**config.mk**
```make
export PLATFORM = sky130hd
export DESIGN_NAME = apb_master_driver_fsm_flat
export DESIGN_NICKNAME = d
export VERILOG_FILES = /design/src/rtl/apb_master_driver_fsm_if.sv /design/src/rtl/apb_master_driver_fsm.sv /design/src/flat_wrapper.sv
export SDC_FILE = /design/constraint.sdc
export NUM_CORES = 1
export LEC_CHECK = 0
export ABC_AREA = 1
export ABC_CLOCK_PERIOD_IN_PS = 3300
export CELL_PAD_IN_SITES_DETAIL_PLACEMENT = 1
export CELL_PAD_IN_SITES_GLOBAL_PLACEMENT = 1
export CORE_AREA = 4 4 131 133
export DETAILED_ROUTE_END_ITERATION = 16
export DIE_AREA = 0 0 135 137
export MAX_ROUTING_LAYER = met4
export PLACE_DENSITY = 0.92
export SETUP_SLACK_MARGIN = 0.1
export SKIP_LAST_GASP = 1
export SLEW_MARGIN = 30
export SYNTH_ARGS = -nofsm -noshare
export SYNTH_HDL_FRONTEND = slang
export SYNTH_SLANG_ARGS = --single-unit
```
**constraint.sdc**
```tcl
create_clock -name pclk -period 3.3 [get_ports pclk]
set_input_delay 0.66 -clock pclk [delete_from_list [all_inputs] [get_ports pclk]]
set_output_delay 0.66 -clock pclk [all_outputs]
set_load 0.02 [all_outputs]
```
**src/rtl/apb_master_driver_fsm_if.sv**
```systemverilog
// Command/response port and APB requester bus bundled for the APB master driver engine.
// The master modport is the engine's view; the slave modport is the agent/slave-side view.
interface apb_master_driver_fsm_if #(
  parameter int ADDR_WIDTH   = 32,
  parameter int DATA_WIDTH   = 32,
  parameter int NO_OF_SLAVES = 1,
  parameter int SEL_WIDTH    = 1
);
  localparam int STRB_WIDTH = DATA_WIDTH / 8;

  // Command port
  logic                    req_valid;
  logic                    req_ready;
  logic                    req_write;
  logic [ADDR_WIDTH-1:0]   req_addr;
  logic [DATA_WIDTH-1:0]   req_wdata;
  logic [STRB_WIDTH-1:0]   req_strb;
  logic [2:0]              req_prot;
  logic [SEL_WIDTH-1:0]    req_slave_idx;

  // Response strobe
  logic                    rsp_valid;
  logic [DATA_WIDTH-1:0]   rsp_rdata;
  logic                    rsp_slverr;
  logic                    rsp_timeout;
  logic [7:0]              rsp_wait_cycles;

  // APB bus
  logic [NO_OF_SLAVES-1:0] psel;
  logic                    penable;
  logic                    pwrite;
  logic [ADDR_WIDTH-1:0]   paddr;
  logic [DATA_WIDTH-1:0]   pwdata;
  logic [STRB_WIDTH-1:0]   pstrb;
  logic [2:0]              pprot;
  logic                    pready;
  logic [DATA_WIDTH-1:0]   prdata;
  logic                    pslverr;

  modport master (
    input  req_valid, req_write, req_addr, req_wdata, req_strb, req_prot, req_slave_idx,
    output req_ready,
    output rsp_valid, rsp_rdata, rsp_slverr, rsp_timeout, rsp_wait_cycles,
    output psel, penable, pwrite, paddr, pwdata, pstrb, pprot,
    input  pready, prdata, pslverr
  );

  modport slave (
    output req_valid, req_write, req_addr, req_wdata, req_strb, req_prot, req_slave_idx,
    input  req_ready,
    input  rsp_valid, rsp_rdata, rsp_slverr, rsp_timeout, rsp_wait_cycles,
    input  psel, penable, pwrite, paddr, pwdata, pstrb, pprot,
    output pready, prdata, pslverr
  );
endinterface

```
**src/rtl/apb_master_driver_fsm.sv**
```systemverilog
// APB3/APB4 requester engine: accepts one command, runs SETUP/ACCESS with a wait-state
// timeout, and returns a one-cycle response strobe with read data and error status.
module apb_master_driver_fsm #(
  parameter int ADDR_WIDTH   = 32,
  parameter int DATA_WIDTH   = 32,  // 8, 16 or 32
  parameter int NO_OF_SLAVES = 1,
  parameter int SEL_WIDTH    = 1,   // >= clog2(NO_OF_SLAVES), minimum 1
  parameter int TIMEOUT      = 16   // 1..255 ACCESS cycles with pready low
) (
  input logic                    pclk,
  input logic                    preset_n,
  apb_master_driver_fsm_if.master bus
);

  localparam int          STRB_WIDTH   = DATA_WIDTH / 8;
  localparam logic [31:0] SLAVE_COUNT  = 32'(NO_OF_SLAVES);
  localparam logic [7:0]  TIMEOUT_LAST = 8'(TIMEOUT - 1);
  localparam logic [7:0]  TIMEOUT_VAL  = 8'(TIMEOUT);

  typedef enum logic [1:0] {
    ST_IDLE,
    ST_SETUP,
    ST_ACCESS,
    ST_ERR
  } state_t;

  state_t state_q, state_d;

  // Registered bus and response outputs
  logic [NO_OF_SLAVES-1:0] psel_q,    psel_d;
  logic                    penable_q, penable_d;
  logic                    pwrite_q,  pwrite_d;
  logic [ADDR_WIDTH-1:0]   paddr_q,   paddr_d;
  logic [DATA_WIDTH-1:0]   pwdata_q,  pwdata_d;
  logic [STRB_WIDTH-1:0]   pstrb_q,   pstrb_d;
  logic [2:0]              pprot_q,   pprot_d;
  logic [7:0]              wait_cnt_q, wait_cnt_d;

  logic                    rsp_valid_q,   rsp_valid_d;
  logic [DATA_WIDTH-1:0]   rsp_rdata_q,   rsp_rdata_d;
  logic                    rsp_slverr_q,  rsp_slverr_d;
  logic                    rsp_timeout_q, rsp_timeout_d;
  logic [7:0]              rsp_wait_q,    rsp_wait_d;

  logic                    in_access;
  logic                    done_ok;
  logic                    timeout_hit;
  logic                    finish;
  logic                    req_ready;
  logic                    accept;
  logic                    idx_ok;
  logic                    load;
  logic [NO_OF_SLAVES-1:0] psel_onehot;

  // Completion and abort are decided in the last ACCESS cycle, so the response lands one cycle later.
  assign in_access   = (state_q == ST_ACCESS);
  assign done_ok     = in_access && bus.pready;
  assign timeout_hit = in_access && !bus.pready && (wait_cnt_q == TIMEOUT_LAST);
  assign finish      = done_ok || timeout_hit;

  assign req_ready = preset_n && ((state_q == ST_IDLE) || finish);
  assign accept    = bus.req_valid && req_ready;
  assign idx_ok    = (32'(bus.req_slave_idx) < SLAVE_COUNT);
  assign load      = accept && idx_ok;

  always_comb begin
    // NOTE: every signal written in a combinational block gets a default first; a missing branch would otherwise infer a latch.
    psel_onehot = '0;
    for (int i = 0; i < NO_OF_SLAVES; i++) begin
      psel_onehot[i] = (bus.req_slave_idx == SEL_WIDTH'(i));
    end
  end

  always_comb begin
    state_d = state_q;
    unique case (state_q)
      ST_IDLE:   if (accept) state_d = idx_ok ? ST_SETUP : ST_ERR;
      ST_SETUP:  state_d = ST_ACCESS;
      ST_ACCESS: begin
        if (finish) begin
          if (accept) state_d = idx_ok ? ST_SETUP : ST_ERR;
          else        state_d = ST_IDLE;
        end
      end
      ST_ERR:    state_d = ST_IDLE;
      default:   state_d = ST_IDLE;
    endcase
  end

  always_comb begin
    psel_d     = psel_q;
    pwrite_d   = pwrite_q;
    paddr_d    = paddr_q;
    pwdata_d   = pwdata_q;
    pstrb_d    = pstrb_q;
    pprot_d    = pprot_q;
    penable_d  = (state_d == ST_ACCESS);
    wait_cnt_d = wait_cnt_q;

    if (load) begin
      psel_d   = psel_onehot;
      pwrite_d = bus.req_write;
      paddr_d  = bus.req_addr;
      pprot_d  = bus.req_prot;
      pwdata_d = bus.req_write ? bus.req_wdata : '0;
      pstrb_d  = bus.req_write ? bus.req_strb  : '0;
    end else if (accept || finish) begin
      // Bus goes quiet; address and data are left as they were, strobes are not.
      psel_d  = '0;
      pstrb_d = '0;
    end

    if (state_d == ST_SETUP) begin
      wait_cnt_d = 8'd0;
    end else if (in_access && !bus.pready && (wait_cnt_q != 8'hFF)) begin
      wait_cnt_d = wait_cnt_q + 8'd1;
    end
  end

  always_comb begin
    rsp_valid_d   = 1'b0;
    rsp_rdata_d   = '0;
    rsp_slverr_d  = 1'b0;
    rsp_timeout_d = 1'b0;
    rsp_wait_d    = 8'd0;

    if (done_ok) begin
      rsp_valid_d  = 1'b1;
      rsp_slverr_d = bus.pslverr;
      rsp_wait_d   = wait_cnt_q;
      if (!pwrite_q && !bus.pslverr) rsp_rdata_d = bus.prdata;
    end else if (timeout_hit) begin
      rsp_valid_d   = 1'b1;
      rsp_slverr_d  = 1'b1;
      rsp_timeout_d = 1'b1;
      rsp_wait_d    = TIMEOUT_VAL;
    end else if (state_q == ST_ERR) begin
      rsp_valid_d  = 1'b1;
      rsp_slverr_d = 1'b1;
    end
  end

  always_ff @(posedge pclk or negedge preset_n) begin
    if (!preset_n) begin
      state_q       <= ST_IDLE;
      psel_q        <= '0;
      penable_q     <= 1'b0;
      pwrite_q      <= 1'b0;
      paddr_q       <= '0;
      pwdata_q      <= '0;
      pstrb_q       <= '0;
      pprot_q       <= '0;
      wait_cnt_q    <= 8'd0;
      rsp_valid_q   <= 1'b0;
      rsp_rdata_q   <= '0;
      rsp_slverr_q  <= 1'b0;
      rsp_timeout_q <= 1'b0;
      rsp_wait_q    <= 8'd0;
    end else begin
      // NOTE: sequential state uses non-blocking assignments so every register samples pre-edge values.
      state_q       <= state_d;
      psel_q        <= psel_d;
      penable_q     <= penable_d;
      pwrite_q      <= pwrite_d;
      paddr_q       <= paddr_d;
      pwdata_q      <= pwdata_d;
      pstrb_q       <= pstrb_d;
      pprot_q       <= pprot_d;
      wait_cnt_q    <= wait_cnt_d;
      rsp_valid_q   <= rsp_valid_d;
      rsp_rdata_q   <= rsp_rdata_d;
      rsp_slverr_q  <= rsp_slverr_d;
      rsp_timeout_q <= rsp_timeout_d;
      rsp_wait_q    <= rsp_wait_d;
    end
  end

  assign bus.req_ready       = req_ready;
  assign bus.psel            = psel_q;
  assign bus.penable         = penable_q;
  assign bus.pwrite          = pwrite_q;
  assign bus.paddr           = paddr_q;
  assign bus.pwdata          = pwdata_q;
  assign bus.pstrb           = pstrb_q;
  assign bus.pprot           = pprot_q;
  assign bus.rsp_valid       = rsp_valid_q;
  assign bus.rsp_rdata       = rsp_rdata_q;
  assign bus.rsp_slverr      = rsp_slverr_q;
  assign bus.rsp_timeout     = rsp_timeout_q;
  assign bus.rsp_wait_cycles = rsp_wait_q;

endmodule

```
**src/flat_wrapper.sv**
```systemverilog
// flat-port wrapper written by rule: the top's interface ports become plain ports
module apb_master_driver_fsm_flat 
#(
  parameter int ADDR_WIDTH   = 32,
  parameter int DATA_WIDTH   = 32,                
  parameter int NO_OF_SLAVES = 1,
  parameter int SEL_WIDTH    = 1,                                       
  parameter int TIMEOUT      = 16                                          
)
  (pclk, preset_n, bus_req_valid, bus_req_write, bus_req_addr, bus_req_wdata, bus_req_strb, bus_req_prot, bus_req_slave_idx, bus_req_ready, bus_rsp_valid, bus_rsp_rdata, bus_rsp_slverr, bus_rsp_timeout, bus_rsp_wait_cycles, bus_psel, bus_penable, bus_pwrite, bus_paddr, bus_pwdata, bus_pstrb, bus_pprot, bus_pready, bus_prdata, bus_pslverr);
  apb_master_driver_fsm_if #(.ADDR_WIDTH(ADDR_WIDTH), .DATA_WIDTH(DATA_WIDTH), .NO_OF_SLAVES(NO_OF_SLAVES), .SEL_WIDTH(SEL_WIDTH)) bus_i ();
  input logic pclk;
  input logic preset_n;
  input wire logic [$bits(bus_i.req_valid)-1:0] bus_req_valid;
  input wire logic [$bits(bus_i.req_write)-1:0] bus_req_write;
  input wire logic [$bits(bus_i.req_addr)-1:0] bus_req_addr;
  input wire logic [$bits(bus_i.req_wdata)-1:0] bus_req_wdata;
  input wire logic [$bits(bus_i.req_strb)-1:0] bus_req_strb;
  input wire logic [$bits(bus_i.req_prot)-1:0] bus_req_prot;
  input wire logic [$bits(bus_i.req_slave_idx)-1:0] bus_req_slave_idx;
  output wire logic [$bits(bus_i.req_ready)-1:0] bus_req_ready;
  output wire logic [$bits(bus_i.rsp_valid)-1:0] bus_rsp_valid;
  output wire logic [$bits(bus_i.rsp_rdata)-1:0] bus_rsp_rdata;
  output wire logic [$bits(bus_i.rsp_slverr)-1:0] bus_rsp_slverr;
  output wire logic [$bits(bus_i.rsp_timeout)-1:0] bus_rsp_timeout;
  output wire logic [$bits(bus_i.rsp_wait_cycles)-1:0] bus_rsp_wait_cycles;
  output wire logic [$bits(bus_i.psel)-1:0] bus_psel;
  output wire logic [$bits(bus_i.penable)-1:0] bus_penable;
  output wire logic [$bits(bus_i.pwrite)-1:0] bus_pwrite;
  output wire logic [$bits(bus_i.paddr)-1:0] bus_paddr;
  output wire logic [$bits(bus_i.pwdata)-1:0] bus_pwdata;
  output wire logic [$bits(bus_i.pstrb)-1:0] bus_pstrb;
  output wire logic [$bits(bus_i.pprot)-1:0] bus_pprot;
  input wire logic [$bits(bus_i.pready)-1:0] bus_pready;
  input wire logic [$bits(bus_i.prdata)-1:0] bus_prdata;
  input wire logic [$bits(bus_i.pslverr)-1:0] bus_pslverr;
  assign bus_i.req_valid = bus_req_valid;
  assign bus_i.req_write = bus_req_write;
  assign bus_i.req_addr = bus_req_addr;
  assign bus_i.req_wdata = bus_req_wdata;
  assign bus_i.req_strb = bus_req_strb;
  assign bus_i.req_prot = bus_req_prot;
  assign bus_i.req_slave_idx = bus_req_slave_idx;
  assign bus_req_ready = bus_i.req_ready;
  assign bus_rsp_valid = bus_i.rsp_valid;
  assign bus_rsp_rdata = bus_i.rsp_rdata;
  assign bus_rsp_slverr = bus_i.rsp_slverr;
  assign bus_rsp_timeout = bus_i.rsp_timeout;
  assign bus_rsp_wait_cycles = bus_i.rsp_wait_cycles;
  assign bus_psel = bus_i.psel;
  assign bus_penable = bus_i.penable;
  assign bus_pwrite = bus_i.pwrite;
  assign bus_paddr = bus_i.paddr;
  assign bus_pwdata = bus_i.pwdata;
  assign bus_pstrb = bus_i.pstrb;
  assign bus_pprot = bus_i.pprot;
  assign bus_i.pready = bus_pready;
  assign bus_i.prdata = bus_prdata;
  assign bus_i.pslverr = bus_pslverr;
  apb_master_driver_fsm #(.ADDR_WIDTH(ADDR_WIDTH), .DATA_WIDTH(DATA_WIDTH), .NO_OF_SLAVES(NO_OF_SLAVES), .SEL_WIDTH(SEL_WIDTH), .TIMEOUT(TIMEOUT)) u_core (.pclk(pclk), .preset_n(preset_n), .bus(bus_i));
endmodule
```
==> results of run 1 <==
-- per-stage QoR --
step                std cells  hold WS, ps
floorplan                 540          364
global placement          961          453
detailed placement        961          457
CTS                       991          471
global route              993          388
finish                    993          360
-- logic make-up (layout without fill, tap and decap cells) --
group	after synthesis	in the layout	synth area share [%]
AOI/OAI and AO/OA	45	45	5.02
and+or+nand+nor	306	306	25.1
DFF	127	127	63.5
adders and majority gates	1	1	0.250
buffers and inverters	60	295	6.00
xor gates and xnor gates	1	1	0.175
other	0	2	0
-- flip-flops by register name, summed over array words and instances, names as in the netlist --
register	flops
u_core.wait_cnt_q	8
u_core.bus.rsp_rdata	32
u_core.bus.rsp_wait_cycles	8
u_core.state_q	2
u_core.bus.pwdata	32
u_core.bus.pprot	3
u_core.bus.psel	1
u_core.bus.rsp_timeout	1
u_core.bus.rsp_slverr	1
u_core.bus.penable	1
u_core.bus.paddr	32
u_core.bus.pstrb	4
u_core.bus.rsp_valid	1
u_core.bus.pwrite	1
-- power groups by stage --
stage | clock network (mW) | logic [mW] | registers [mW]
after floorplan | 0 | 0.430 | 2.42
after global placement | 0 | 1.67 | 2.05
after detailed placement | 0 | 1.73 | 2.08
after CTS | 1.94 | 1.74 | 2.06
after global routing | 2.01 | 1.84 | 2.10
final | 1.89 | 1.71 | 2.06
-- layout make-up --
class                           count  area [sq um]
Clock buffer                       23           478
Timing Repair Buffer              237          2360
Inverter                           28           108
Sequential cell                   127          3180
Antenna cell                        2          5.00
Tap cell                          216           270
Clock inverter                      7           110
Fill cell                        1787          7780
Multi-Input combinational cell    353          1530
-- routing by layer --
layer / track usage [%] / routed length (um) / share of wire (%) / up-vias
met4: 8.01 / 446 / 2.6 / 0
met2: 32.6 / 9110 / 53 / 129
met1: 21.1 / 6550 / 38 / 2196
met3: 5.88 / 1010 / 5.9 / 28
met5: - / 0 / 0 / -
li1: - / - / - / 2136
-- worst paths after layout --
kind	start	to	slack, ps	cells past startpoint
worst max-delay path	bus_pready	bus_req_ready	310	9
worst min-delay path	preset_n	u_core.bus.pstrb[2]	360	2
worst max register to register	u_core.wait_cnt_q[0]	u_core.bus.pwdata[13]	1020	13
worst min register to register	u_core.bus.paddr[31]	u_core.bus.paddr[31]	470	2
max in group asynchronous	preset_n	u_core.bus.paddr[1]	1730	3
min in group pclk	u_core.bus.paddr[31]	u_core.bus.paddr[31]	470	2
-- worst reg2reg max path, stage by stage, from the launching register on --
cell and delay, ps:
dfrtp_1 420, ha_1 280, nand3_2 120, nor2_1 50, nand2_1 110, nand3_2 90
nand2_1 90, inv_2 50, nand2_4 100, inv_4 50, nand2_4 230, buf_12 300
nand2_1 170, o21ai_1 120
-- placed cells by master (no fill, tap or decap), types with 2 or more instances in the layout --
cell type        count
inv_1               23
nand2_1            197
inv_2                4
clkbuf_1             3
bufinv_16            3
buf_4                8
nand2_4              2
clkinv_2             4
buf_6                2
clkdlybuf4s50_1    226
o21ai_0             16
o21ai_2              6
nand3_1             55
nor2_1              46
clkbuf_16           17
nand4_1              2
clkbuf_8             3
o21ai_1             20
nand3_2              2
dfrtp_1            127
diode_2              2
==> qor.yml, run 1 <==
logic_synthesis:
  synth_top_area_share_pct: 63.5
  synth_cell_type_count: 24
  syn_area_sq_mm: 0.00501
  ys_warn_count: 0
  yosysTopAreaCell: "dfrtp_1"
  synth-seq-area-share_pct: 63.5
  ys_dominant_reg_cell: "dfrtp_1"
  ys_async_sr_fraction_pct: 100
  synth.top_cells.by_count: "nand2_1, dfrtp_1, nand3_1, nor2_1, inv_1"
  netlist_instances: 540
  synthTopCellsByArea: "dfrtp_1, nand2_1, nand3_1"
  syn-num-nets: 651
  yosysMostFrequentCell: "nand2_1"
  synth-edff-count: 0
  ys_ff_latch: 127
  synth_area_per_cell_sq_um: 9.27
worst_setup_path:
  path_delay_family: "buffers and inverters"
  critPathLaunchType: "input port"
  worst-setup-path-type: "input port to output port"
  path_cells: "clkdlybuf4s50_1 > inv_1 > nand3_1 > nor2_1 > nand2_1 > nand3_2 > nand2_1 > inv_2 > clkdlybuf4s50_1"
  crit_slowest_cell: "clkdlybuf4s50_1"
  cp-end-kind: "output port"
  critPathMaxFanout: 3
  crit_arrival_ps: 2330
  worst-path-buf-inv: 4
  critical_path_required_ps: 2640
  critPathMaxStageDelay_ps: 630
final_layout:
  area_growth_pct: 60.6
  final_area_sq_mm: 0.00804
  nets: 875
  fin_util_pct: 50.8
  drive_above_1_share_pct: 6.97
cts:
  postCtsHoldBufs: 0
  cts_max_path_buffers: 2
  insertion_delay_ps: 410
  cts_resized: 0
  cts_sinks: 127
  htreeDepth: 4
  cts_made_buffers: 17
  cts_setup_buffers: 0
  cts-root-buf: "clkbuf_16"
  clk_pin_slew_ps: 50
  cts_tree: "yes"
timing:
  slew_headroom_pct: 47.6
  final.setup.tns_ps: 0
  min_period_ps: 2990
  setup_slack_ps: 308
  worst_pin_slew_ps: 786
  hold_viol: 0
  setup_viol: 0
  slew_viol_final: 0
  rsz0062_at_grt: "false"
  finalClockSkew_ps: 10.1
  period_share_pct: 90.7
  max_freq_ghz: 0.334
run_status:
  run_status: "finished clean"
floorplanning:
  dieArea_sq_mm: 0.0185
  ios: 228
  die_w_um: 135
  start_util_pct: 31.6
  rows: 46
  coreArea_sq_mm: 0.0158
  die_h_um: 137
placed_design:
  dp_hpwl_um: 12200
  port_buffers: 227
  gp_congestion: 0.754
  pre_cts_ws_ps: 305
  dpl_cell_area_sq_mm: 0.00745
routing:
  wl_per_cell_um: 17.2
  vias_per_cell: 4.52
  ant_nets: 0
  drt_iter0_drc: 226
  vias: 4489
  drc: 0
  drt_pass1_iterations: 4
  finalWirelength_um: 17100
pwr:
  power.leakage_nw: 3.75
  p_sw_mw: 1.78
  p_comb_share_pct: 30.1
  p_total_mw: 5.66
  p_seq_share_pct: 36.4
  p_sw_share_pct: 31.4
  power_density_mw_per_mm2: 704
  pwr-share-clk_pct: 33.4
  irDropWorstVdd_v: 0.000367
  intPower_mw: 3.88
grt:
  grt_pass1_wl_um: 26200
  grt_overflow: 0
  antenna_found_initial: 2
  grt_pass1_vias: 4789
  grt_max_degree: 71
  grtUsageTotal_pct: 19.2
job:
  maxCapViolCount: 0
worst_hold_path:
  hold_path_class: "input port to asynchronous set/reset pin"
No activity file was read; power rests on OpenSTA's default activity.
==> run 2: changes to the inputs <==
--- a/config.mk
+++ b/config.mk
@@ -9,14 +9,13 @@
 export ABC_CLOCK_PERIOD_IN_PS = 3300
 export CELL_PAD_IN_SITES_DETAIL_PLACEMENT = 1
 export CELL_PAD_IN_SITES_GLOBAL_PLACEMENT = 1
-export CORE_AREA = 4 4 131 133
+export CORE_AREA = 2 2 129 131
 export DETAILED_ROUTE_END_ITERATION = 16
-export DIE_AREA = 0 0 135 137
+export DIE_AREA = 0 0 131 133
 export MAX_ROUTING_LAYER = met4
 export PLACE_DENSITY = 0.92
 export SETUP_SLACK_MARGIN = 0.1
 export SKIP_LAST_GASP = 1
-export SLEW_MARGIN = 30
 export SYNTH_ARGS = -nofsm -noshare
 export SYNTH_HDL_FRONTEND = slang
 export SYNTH_SLANG_ARGS = --single-unit
==> qor.yml, run 2 (synthesized netlist as in run 1, its figures left out) <==
cts:
  cts_tree: "yes"
  htreeDepth: 4
  postCtsHoldBufs: 0
  cts_made_buffers: 17
  cts_setup_buffers: 0
  cts_resized: 0
  cts_max_path_buffers: 2
  cts_sinks: 127
  cts-root-buf: "clkbuf_16"
  clk_pin_slew_ps: 50
  insertion_delay_ps: 410
routing:
  vias: 4549
  ant_nets: 0
  drt_pass1_iterations: 4
  finalWirelength_um: 16500
  vias_per_cell: 4.56
  wl_per_cell_um: 16.5
  drc: 0
  drt_iter0_drc: 207
timing:
  finalClockSkew_ps: 8.64
  min_period_ps: 3050
  final.setup.tns_ps: 0
  slew_viol_final: 0
  period_share_pct: 92.3
  rsz0062_at_grt: "false"
  worst_pin_slew_ps: 676
  setup_viol: 0
  hold_slack_ps: 145
  slew_headroom_pct: 54.9
  hold_viol: 0
  max_freq_ghz: 0.328
worst_hold_path:
  hold_path_class: "input port to asynchronous set/reset pin"
floorplanning:
  rows: 47
  die_w_um: 131
  dieArea_sq_mm: 0.0174
  coreArea_sq_mm: 0.0162
  ios: 228
  start_util_pct: 31.0
  die_h_um: 133
job:
  maxCapViolCount: 0
final_layout:
  num-fill-cells: 1819
  nets: 875
  fin_util_pct: 49.9
  drive_above_1_share_pct: 7.34
  final_cell_mix: "clkdlybuf4s50_1, nand2_1, dfrtp_1"
  area_growth_pct: 61.3
  final_cell_count_no_fill: 998
  final_common_cell: "clkdlybuf4s50_1"
worst_setup_path:
  crit_arrival_ps: 2390
  critical_path_required_ps: 2640
  critPathMaxStageDelay_ps: 650
  path_delay_family: "buffers and inverters"
  critPathMaxFanout: 3
  worst-setup-path-type: "input port to output port"
  crit_slowest_cell: "clkdlybuf4s50_1"
  cp-end-kind: "output port"
  path_cells: "clkdlybuf4s50_1 > inv_1 > nand3_1 > nor2_1 > nand2_1 > nand3_2 > nand2_1 > inv_2 > clkdlybuf4s50_1"
  worst-path-buf-inv: 4
  critPathLaunchType: "input port"
grt:
  antenna_found_initial: 1
  grtUsageMet3_pct: 4.97
  use_met2_pct: 33.6
  grt_max_degree: 53
  grt_pass1_vias: 5005
  grtUsageTotal_pct: 20.4
  grt_pass1_wl_um: 26300
  grt_overflow: 0
  grt_busiest_layer: "met2"
  use_met1_pct: 23.2
pwr:
  power_density_mw_per_mm2: 705
  power.leakage_nw: 3.76
  p_total_mw: 5.69
  irDropWorstVdd_v: 0.000328
placed_design:
  port_buffers: 227
  dp_hpwl_um: 11600
  dp_cells: 965
  gp_congestion: 0.775
run_status:
  run_status: "finished clean"
==> run 2: stage by stage <==
| stage | instance area, sq um | setup slack [ps] |
|---|---|---|
| floorplan | 5010 | 1410 |
| global placement | 7460 | 335 |
| detailed placement | 7460 | 268 |
| CTS | 8070 | 263 |
| global route | 8080 | 146 |
| finish | 8080 | 253 |
==> run 2: path summary, 6_finish.rpt <==
path | startpoint | to | slack, ps | cells after the start
min in group pclk | u_core.bus.paddr[7] | u_core.bus.paddr[7] | 470 | 2
hold / removal | preset_n | u_core.state_q[0] | 140 | 1
hold reg to reg | u_core.bus.paddr[7] | u_core.bus.paddr[7] | 470 | 2
setup / recovery | bus_pready | bus_req_ready | 250 | 9
setup reg to reg | u_core.wait_cnt_q[0] | u_core.bus.paddr[11] | 1090 | 13
max in group asynchronous | preset_n | u_core.bus.paddr[25] | 1570 | 3
==> run 2: power by group <==
group	total [mW]	leakage [nW]	switching, mW	internal (mW)
clock network	1.93	0.300	0.687	1.25
registers	2.05	1.68	0.180	1.87
logic	1.71	1.77	0.930	0.779
total	5.69	3.76	1.80	3.90
==> run 2: metal layers <==
metal  routed length (um)  up-vias
li1                     -     2139
met1                 6410     2237
met2                 8690      129
met3                  774       44
met4                  596        0
met5                    0        -
==> run 2: layout make-up <==
class / instances / area, sq um / area share (%)
Antenna cell: 1 / 2.50 / 0.0310
Clock buffer: 22 / 474 / 5.87
Clock inverter: 10 / 135 / 1.67
Inverter: 28 / 108 / 1.33
Multi-Input combinational cell: 353 / 1530 / 18.9
Sequential cell: 127 / 3180 / 39.4
Tap cell: 220 / 275 / 3.41
Timing Repair Buffer: 237 / 2370 / 29.4
